==> config.mk <==
export PLATFORM = sky130hd
export DESIGN_NAME = reg_window_spill_fill_flat
export DESIGN_NICKNAME = d
export VERILOG_FILES = /design/src/rtl/reg_window_spill_fill_if.sv /design/src/rtl/reg_window_spill_fill.sv /design/src/flat_wrapper.sv
export SDC_FILE = /design/constraint.sdc
export NUM_CORES = 1
export LEC_CHECK = 0
export ABC_AREA = 1
export BUFFER_PORTS_ARGS = -buffer_cell sky130_fd_sc_hd__buf_4
export CORE_AREA = 2 2 106 108
export CTS_CLUSTER_DIAMETER = 30
export DETAILED_ROUTE_END_ITERATION = 6
export DIE_AREA = 0 0 108 110
export PLACE_DENSITY = 0.67
export SLEW_MARGIN = 20
export SYNTH_ARGS = -nofsm -noshare
export SYNTH_HDL_FRONTEND = slang
export SYNTH_SLANG_ARGS = --single-unit
==> constraint.sdc <==
create_clock -name clk -period 2.39 [get_ports clk]
set_input_delay 0.478 -clock clk [delete_from_list [all_inputs] [get_ports clk]]
set_output_delay 0.478 -clock clk [all_outputs]
set_load 0.1 [all_outputs]
==> src/rtl/reg_window_spill_fill_if.sv <==
// Bundle of the decode handshake, register-file port and data-memory port
// seen by the register window manager.
interface reg_window_spill_fill_if #(
  parameter int DATA_W = 16
);
  // Decode handshake
  logic              call_req;
  logic              ret_req;
  logic              busy;
  logic              done;
  logic              err;
  // Register-file port
  logic [1:0]        wind;
  logic [2:0]        rf_raddr;
  logic [DATA_W-1:0] rf_rdata;
  logic [2:0]        rf_waddr;
  logic [DATA_W-1:0] rf_wdata;
  logic              rf_we;
  // Data-memory port
  logic              mem_req;
  logic              mem_we;
  logic [15:0]       mem_addr;
  logic [DATA_W-1:0] mem_wdata;
  logic [DATA_W-1:0] mem_rdata;
  logic              mem_ack;

  // Window manager side
  modport slave (
    input  call_req, ret_req, rf_rdata, mem_rdata, mem_ack,
    output busy, done, err, wind, rf_raddr, rf_waddr, rf_wdata, rf_we,
           mem_req, mem_we, mem_addr, mem_wdata
  );

  // Decode / register file / memory side
  modport master (
    output call_req, ret_req, rf_rdata, mem_rdata, mem_ack,
    input  busy, done, err, wind, rf_raddr, rf_waddr, rf_wdata, rf_we,
           mem_req, mem_we, mem_addr, mem_wdata
  );
endinterface

==> src/rtl/reg_window_spill_fill.sv <==
// Register window manager: tracks the current window pointer, serves
// call/return from decode, spills the oldest resident window to a downward
// growing memory stack when the file is full and fills it back on underflow.
module reg_window_spill_fill #(
  parameter int          DATA_W     = 16,
  parameter int          NWIN       = 4,
  parameter int          SPILL_REGS = 2,
  parameter logic [15:0] STACK_BASE = 16'hFF00
) (
  input logic                    clk,
  input logic                    rst,
  reg_window_spill_fill_if.slave bus
);

  typedef enum logic [2:0] {
    S_IDLE,
    S_SPILL_RD,
    S_SPILL_WR,
    S_FILL_REQ,
    S_FILL_WR,
    S_DONE
  } state_t;

  localparam logic [1:0]  OCC_MAX = 2'(NWIN - 1);
  localparam logic [1:0]  WIN_MAX = 2'(NWIN - 1);
  localparam logic [2:0]  K_LAST  = 3'(SPILL_REGS - 1);
  localparam logic [15:0] SP_STEP = 16'(SPILL_REGS);

  state_t            state_q, state_d;
  logic [1:0]        cwp_q, cwp_d;
  logic [1:0]        occ_q, occ_d;
  logic [7:0]        scnt_q, scnt_d;
  logic [15:0]       sp_q, sp_d;
  logic [2:0]        k_q, k_d;
  logic [DATA_W-1:0] data_q, data_d;
  logic              fill_q, fill_d;
  logic              done_q, done_d;
  logic              err_q, err_d;

  // Window indices wrap modulo NWIN, which need not fill the 2-bit field.
  function automatic logic [1:0] win_next(input logic [1:0] w);
    return (w == WIN_MAX) ? 2'd0 : w + 2'd1;
  endfunction

  function automatic logic [1:0] win_prev(input logic [1:0] w);
    return (w == 2'd0) ? WIN_MAX : w - 2'd1;
  endfunction

  // State register; reset abandons any in-flight transfer immediately.
  always_ff @(posedge clk or negedge rst) begin
    if (!rst) begin
      state_q <= S_IDLE;
      cwp_q   <= 2'd0;
      occ_q   <= 2'd0;
      scnt_q  <= 8'd0;
      sp_q    <= STACK_BASE;
      k_q     <= 3'd0;
      data_q  <= '0;
      fill_q  <= 1'b0;
      done_q  <= 1'b0;
      err_q   <= 1'b0;
    end else begin
      state_q <= state_d;
      cwp_q   <= cwp_d;
      occ_q   <= occ_d;
      scnt_q  <= scnt_d;
      sp_q    <= sp_d;
      k_q     <= k_d;
      data_q  <= data_d;
      fill_q  <= fill_d;
      done_q  <= done_d;
      err_q   <= err_d;
    end
  end

  // Next-state logic: request decode in IDLE, per-register spill/fill sequencing,
  // and the pointer/stack bookkeeping committed in DONE.
  always_comb begin
    state_d = state_q;
    cwp_d   = cwp_q;
    occ_d   = occ_q;
    scnt_d  = scnt_q;
    sp_d    = sp_q;
    k_d     = k_q;
    data_d  = data_q;
    fill_d  = fill_q;
    done_d  = 1'b0;
    err_d   = 1'b0;
    case (state_q)
      S_IDLE: begin
        if (bus.call_req && bus.ret_req) begin
          err_d = 1'b1;
        end else if (bus.call_req) begin
          if (occ_q < OCC_MAX) begin
            cwp_d  = win_next(cwp_q);
            occ_d  = occ_q + 2'd1;
            done_d = 1'b1;
          end else if (scnt_q != 8'hFF) begin
            state_d = S_SPILL_RD;
            k_d     = 3'd0;
            fill_d  = 1'b0;
          end else begin
            err_d = 1'b1;
          end
        end else if (bus.ret_req) begin
          if (occ_q != 2'd0) begin
            cwp_d  = win_prev(cwp_q);
            occ_d  = occ_q - 2'd1;
            done_d = 1'b1;
          end else if (scnt_q != 8'd0) begin
            // Registers come back in reverse order of the spill.
            state_d = S_FILL_REQ;
            k_d     = K_LAST;
            fill_d  = 1'b1;
          end else begin
            err_d = 1'b1;
          end
        end
      end
      S_SPILL_RD: begin
        data_d  = bus.rf_rdata;
        state_d = S_SPILL_WR;
      end
      S_SPILL_WR: begin
        if (bus.mem_ack) begin
          if (k_q == K_LAST) begin
            state_d = S_DONE;
          end else begin
            k_d     = k_q + 3'd1;
            state_d = S_SPILL_RD;
          end
        end
      end
      S_FILL_REQ: begin
        if (bus.mem_ack) begin
          data_d  = bus.mem_rdata;
          state_d = S_FILL_WR;
        end
      end
      S_FILL_WR: begin
        if (k_q == 3'd0) begin
          state_d = S_DONE;
        end else begin
          k_d     = k_q - 3'd1;
          state_d = S_FILL_REQ;
        end
      end
      S_DONE: begin
        // A spill keeps occupancy: the victim slot becomes the new window.
        if (fill_q) begin
          sp_d   = sp_q + SP_STEP;
          scnt_d = scnt_q - 8'd1;
          cwp_d  = win_prev(cwp_q);
        end else begin
          sp_d   = sp_q - SP_STEP;
          scnt_d = scnt_q + 8'd1;
          cwp_d  = win_next(cwp_q);
        end
        state_d = S_IDLE;
      end
      default: state_d = S_IDLE;
    endcase
  end

  // Port drive: everything idles at zero except wind, which shows cwp unless
  // a transfer is addressing the victim or target window.
  always_comb begin
    bus.busy      = (state_q != S_IDLE);
    bus.done      = done_q | (state_q == S_DONE);
    bus.err       = err_q;
    bus.wind      = cwp_q;
    bus.rf_raddr  = 3'd0;
    bus.rf_waddr  = 3'd0;
    bus.rf_wdata  = '0;
    bus.rf_we     = 1'b0;
    bus.mem_req   = 1'b0;
    bus.mem_we    = 1'b0;
    bus.mem_addr  = 16'd0;
    bus.mem_wdata = '0;
    case (state_q)
      S_SPILL_RD: begin
        bus.wind     = win_next(cwp_q);
        bus.rf_raddr = k_q;
      end
      S_SPILL_WR: begin
        bus.wind      = win_next(cwp_q);
        bus.mem_req   = 1'b1;
        bus.mem_we    = 1'b1;
        bus.mem_addr  = sp_q - 16'd1 - {13'd0, k_q};
        bus.mem_wdata = data_q;
      end
      S_FILL_REQ: begin
        bus.wind     = win_prev(cwp_q);
        bus.mem_req  = 1'b1;
        bus.mem_addr = sp_q + {13'd0, K_LAST - k_q};
      end
      S_FILL_WR: begin
        bus.wind     = win_prev(cwp_q);
        bus.rf_waddr = k_q;
        bus.rf_wdata = data_q;
        bus.rf_we    = 1'b1;
      end
      default: ;
    endcase
  end

endmodule

==> src/flat_wrapper.sv <==
// flat-port wrapper written by rule: the top's interface ports become plain ports
module reg_window_spill_fill_flat 
#(
  parameter int          DATA_W     = 16,
  parameter int          NWIN       = 4,
  parameter int          SPILL_REGS = 2,
  parameter logic [15:0] STACK_BASE = 16'hFF00
)
  (clk, rst, bus_call_req, bus_ret_req, bus_rf_rdata, bus_mem_rdata, bus_mem_ack, bus_busy, bus_done, bus_err, bus_wind, bus_rf_raddr, bus_rf_waddr, bus_rf_wdata, bus_rf_we, bus_mem_req, bus_mem_we, bus_mem_addr, bus_mem_wdata);
  reg_window_spill_fill_if #(.DATA_W(DATA_W)) bus_i ();
  input logic clk;
  input logic rst;
  input wire logic [$bits(bus_i.call_req)-1:0] bus_call_req;
  input wire logic [$bits(bus_i.ret_req)-1:0] bus_ret_req;
  input wire logic [$bits(bus_i.rf_rdata)-1:0] bus_rf_rdata;
  input wire logic [$bits(bus_i.mem_rdata)-1:0] bus_mem_rdata;
  input wire logic [$bits(bus_i.mem_ack)-1:0] bus_mem_ack;
  output wire logic [$bits(bus_i.busy)-1:0] bus_busy;
  output wire logic [$bits(bus_i.done)-1:0] bus_done;
  output wire logic [$bits(bus_i.err)-1:0] bus_err;
  output wire logic [$bits(bus_i.wind)-1:0] bus_wind;
  output wire logic [$bits(bus_i.rf_raddr)-1:0] bus_rf_raddr;
  output wire logic [$bits(bus_i.rf_waddr)-1:0] bus_rf_waddr;
  output wire logic [$bits(bus_i.rf_wdata)-1:0] bus_rf_wdata;
  output wire logic [$bits(bus_i.rf_we)-1:0] bus_rf_we;
  output wire logic [$bits(bus_i.mem_req)-1:0] bus_mem_req;
  output wire logic [$bits(bus_i.mem_we)-1:0] bus_mem_we;
  output wire logic [$bits(bus_i.mem_addr)-1:0] bus_mem_addr;
  output wire logic [$bits(bus_i.mem_wdata)-1:0] bus_mem_wdata;
  assign bus_i.call_req = bus_call_req;
  assign bus_i.ret_req = bus_ret_req;
  assign bus_i.rf_rdata = bus_rf_rdata;
  assign bus_i.mem_rdata = bus_mem_rdata;
  assign bus_i.mem_ack = bus_mem_ack;
  assign bus_busy = bus_i.busy;
  assign bus_done = bus_i.done;
  assign bus_err = bus_i.err;
  assign bus_wind = bus_i.wind;
  assign bus_rf_raddr = bus_i.rf_raddr;
  assign bus_rf_waddr = bus_i.rf_waddr;
  assign bus_rf_wdata = bus_i.rf_wdata;
  assign bus_rf_we = bus_i.rf_we;
  assign bus_mem_req = bus_i.mem_req;
  assign bus_mem_we = bus_i.mem_we;
  assign bus_mem_addr = bus_i.mem_addr;
  assign bus_mem_wdata = bus_i.mem_wdata;
  reg_window_spill_fill #(.DATA_W(DATA_W), .NWIN(NWIN), .SPILL_REGS(SPILL_REGS), .STACK_BASE(STACK_BASE)) u_core (.clk(clk), .rst(rst), .bus(bus_i));
endmodule
# == After elaboration in Yosys (flattened, before gate mapping) ==
# Index checks and enable logic that the tools add are counted.
# word_totals
ff_bits,53
wordCells,142
# classes
n_addsub,14
n_lt_le_gt_ge,1
eq_ne,24
muxes,69
bitwise,2
reduce_logical,22
# op_table
op,count
two-way mux 3 bit,23
two-way mux 16 bit,4
case mux 16 bit (2 select lines),2
two-way mux 2 bit,12
two-way mux 1 bit,23
adder 16 x 2 -> 16 bit (second input constant),1
adder 16 x 3 -> 16 bit,1
subtractor 16 x 1 -> 16 bit (second input constant),1
subtractor 16 x 2 -> 16 bit (second input constant),1
subtractor 16 x 3 -> 16 bit,1
case mux 3 bit (5 select lines),1
inequality test 2 bit (second input constant),7
inequality test 3 x 2 -> 1 bit (second input constant),4
nonzero test 2 bit,6
AND reduction 10 bit,1
AND reduction 5 bit,2
inequality test 3 bit (second input constant),3
case mux 3 bit (3 select lines),1
adder 8 x 1 -> 8 bit (second input constant),1
two-way mux 8 bit,1
inequality test 8 bit (second input constant),1
case mux 2 bit (2 select lines),2
AND reduction 8 bit,1
nonzero test 8 bit,1
21 further kinds,31

# == Longest topological paths before layout ==
# depth
word_depth,7
depth_mapped,11

# == Worst setup path after synthesis ==
# Ideal clock, no wire load.
# synth_path
kind,reg2out
from,reg u_core.state_q[2]
to,out bus_mem_addr[5]
arrival_ps,3979
slack_ps,-2067
stages_incl_launch_ff,8
path_buffers,2
cell_sequence,dfrtp_1 inv_2 nand2_4 inv_1 nand2_1 buf_2 buf_2 o31ai_1
# synth_between
elab_chain_len,2
elab_cells_between_ends,3
# synth_rtl
item,line_no,rtl
"start, declared",reg_window_spill_fill.sv:29,"state_t state_q, state_d;"
"start signal, assigned",reg_window_spill_fill.sv:63,state_q <= state_d;
equality test 3 x 2 -> 1 bit,reg_window_spill_fill.sv:180,case (state_q)
case mux 16 bit (2 select lines) *,reg_window_spill_fill.sv:180,
"end, declared",flat_wrapper.sv:28,output wire logic [$bits(bus_i.mem_addr)-1:0] bus_mem_addr;
# Mark *: on every way between the ends. The rest lies on a longest branch, timed or not.

# == Worst setup path in the final report ==
# layout_path
from,reg u_core.k_q[1]
to,out bus_mem_addr[9]
# layout_between
elab_chain_len,3
elab_cells_between_ends,4
# layout_rtl
item,line_no,rtl
"start, declared",reg_window_spill_fill.sv:34,"logic [2:0] k_q, k_d;"
"start signal, assigned",reg_window_spill_fill.sv:68,k_q <= k_d;
subtractor 1 x 3 -> 3 bit,reg_window_spill_fill.sv:195,"bus.mem_addr = sp_q + {13'd0, K_LAST - k_q};"
adder 16 x 3 -> 16 bit,reg_window_spill_fill.sv:195,
case mux 16 bit (2 select lines) *,reg_window_spill_fill.sv:180,
# Marked as above.

==> results.cfg <==
[yosys]
ys_seq_elements = 52
synthTopCellsByArea = dfrtp_1, nand2_1, inv_1
netlist.area_leader.share_pct = 23.2
synth_edf_count = 0
synthMostInstantiatedCell = nand2_1
synth_nets = 822
synth.yosys.warnings = 0
synth_area_um2 = 4750
syn_area_per_cell_um2 = 6.33
yosysSeqAreaShare_pct = 27.6
synthArstFlopShare_pct = 100
ys_top_cells_by_count = nand2_1, inv_1, nor2_1
ys_types = 40
yosysTopAreaCell = dfrtp_1
synthCells = 750
ys.flop_type = dfrtp_1

[floorplan]
dieHeight_um = 110
fp.coreArea_um2 = 10700
rows = 38
die_w_um = 108
initial_core_util_pct = 44.4
io_pins = 99
die-area_um2 = 11900

[worst_setup_path]
r2r_start = u_core.fill_q
cp.arrival_ps = 2310
start_kind = flop
required_ps = 1910
crit_start = u_core.k_q[1]
critPathCaptureType = primary output
cp_max_fo = 4
path_class = flop to primary output
rrSetupSlack_ps = 380

[timing]
layout_min_cycle_time_ps = 2790
finalMaxSlewViolations = 0
fin_worst_skew_ps = 13.4
period_share_pct = 117
finalWorstSetupSlack_ps = -399
slew_headroom_pct = 52.8
rsz0062_at_grt = true
tns_ps = -3950
tightest_slew_ps = 708
hold_viol = 0
setup_violations = 13
fmax_ghz = 0.359

[route]
routedWlPerCell_um = 13.5
final_antenna_net_count = 0
drc_errors = 0
drt_pass1_iterations = 5
via_per_inst = 5.07
vias = 5156
drt_iter0_markers = 244
wl_um = 13700

[cts]
cts_made_buffers = 5
clk_pin_slew_ps = 100
cts_hold_buf = 0
cts_tree = done
cts-root-buf = clkbuf_8
clk_path_buf_depth = 2
cts.htree.levels = 2
cts_sinks = 52
worstSkewPairLatency_ps = 330

[run]
maxCapViolations = 0

[cells_and_area]
drive_gt1_share_pct = 29.5
area.sequential_um2 = 1320
syn_to_final_growth_pct = 42.4
fill_cells = 943
multi_input_area_um2 = 3480
nets = 947
num_antenna_cells = 0
fin_util_pct = 63.2

[global_route]
overflow = 0
first_global_vias = 4627
antenna_found_initial = 0
grt_start_max_net_pins = 53
track_usage_pct = 22.6
grt_pass1_wl_um = 21400

[placed_design]
dp_hpwl_um = 10300
port_buffers = 98
gp_congestion = 0.883

[status]
violations = setup timing
outcome = complete, but fails checks

[worst_hold_path]
holdCritPathClass = input port to asynchronous set/reset pin
-- worst max-delay path, stage by stage, from the launching register on --
cell     delay (ps)
dfrtp_2         470
xnor2_2         170
fa_2            380
inv_2            90
nand3_4         110
nor2_4          150
nand3_2          90
nand2_2         100
nand2_2          60
o21ai_4         160
buf_12          190
-- layer usage --
| layer | global-route usage (%) | up-vias | part of all wire, % |
|---|---|---|---|
| li1 | - | 2628 | - |
| met1 | 28.3 | 2364 | 44 |
| met2 | 40.9 | 151 | 49 |
| met3 | 3.12 | 13 | 5.5 |
| met4 | 5.95 | 0 | 1.1 |
| met5 | 0 | - | 0 |
-- placed cells by master (no fill, tap or decap), types with 2 or more instances in the layout --
cell type	Yosys	routed
o22ai_4	0	2
o21ai_0	46	27
nor2_4	0	21
ha_4	0	3
dfrtp_1	44	40
xor2_2	0	2
clkinvlp_4	0	2
a21oi_1	23	21
nand3_1	54	48
o21ai_1	2	9
or2_2	4	4
buf_4	2	116
dfstp_2	8	8
fa_2	0	2
buf_12	0	16
o21ai_4	1	9
inv_1	109	104
nand2_2	1	9
nand2_4	1	8
o211ai_1	2	2
nand3_2	1	6
clkbuf_8	0	5
nor2_2	2	10
xnor2_1	12	11
nand4_1	7	7
buf_6	0	5
ha_1	31	28
dfrtp_2	0	4
o21ai_2	0	4
nor2_1	108	79
inv_2	4	7
inv_6	0	2
a31oi_1	17	17
fa_1	4	2
xor2_1	9	7
nand3b_1	5	5
nand2_1	219	204
o22ai_1	5	2
-- state kept, by name, summed over array words and instances, names as in the netlist --
register and cells:
u_core.sp_q 15, u_core.bus.err 1, u_core.cwp_q 2, u_core.scnt_q 8
u_core.done_q 1, u_core.k_q 3, u_core.occ_q 2, u_core.fill_q 1
u_core.state_q 3, u_core.data_q 16
-- worst paths after layout --
| path | to | depth (start not counted) |
|---|---|---|
| max | bus_mem_addr[9] | 10 |
| min | u_core.data_q[1] | 1 |
| max reg2reg | u_core.scnt_q[6] | 9 |
| min reg2reg | u_core.sp_q[14] | 2 |
| max in group asynchronous | u_core.k_q[1] | 1 |
| min in group clk | u_core.fill_q | 2 |
-- cell type report --
cell class / instances / share of cell area (%)
Clock buffer: 5 / 1.02
Clock inverter: 3 / 0.315
Inverter: 113 / 6.41
Multi-Input combinational cell: 565 / 51.5
Sequential cell: 52 / 19.5
Tap cell: 140 / 2.59
Timing Repair Buffer: 138 / 18.7
-- cells by family after synthesis --
group | after synthesis | share of synthesized area [%]
buf+inv | 134 | 11.1
xor+xnor | 21 | 3.88
compound gates | 102 | 12.0
fa+ha+maj | 35 | 9.86
simple gates | 406 | 35.5
flops | 52 | 27.6
-- through the flow --
step / worst slack (ps) / instances / cell area (µm²) / hold slack [ps]
final: -399 / 1016 / 6760 / 191
after global routing: -509 / 1016 / 6760 / 236
after CTS: -401 / 1006 / 6610 / 210
after detailed placement: -215 / 996 / 6170 / 518
after global placement: -158 / 996 / 6170 / 508
after floorplan: -462 / 750 / 5150 / 182
-- what timing repair did --
action | 4_1_cts | 5_1_grt
pin swaps | 20 | 11
setup endpoints to repair | 33 | 41
buffers inserted | 2 | 9
gates cloned | 0 | 1
gates resized for setup | 89 | 19
Power is not shown: default switching activity piles up to over one toggle a cycle in this logic, so the estimate is an artifact.
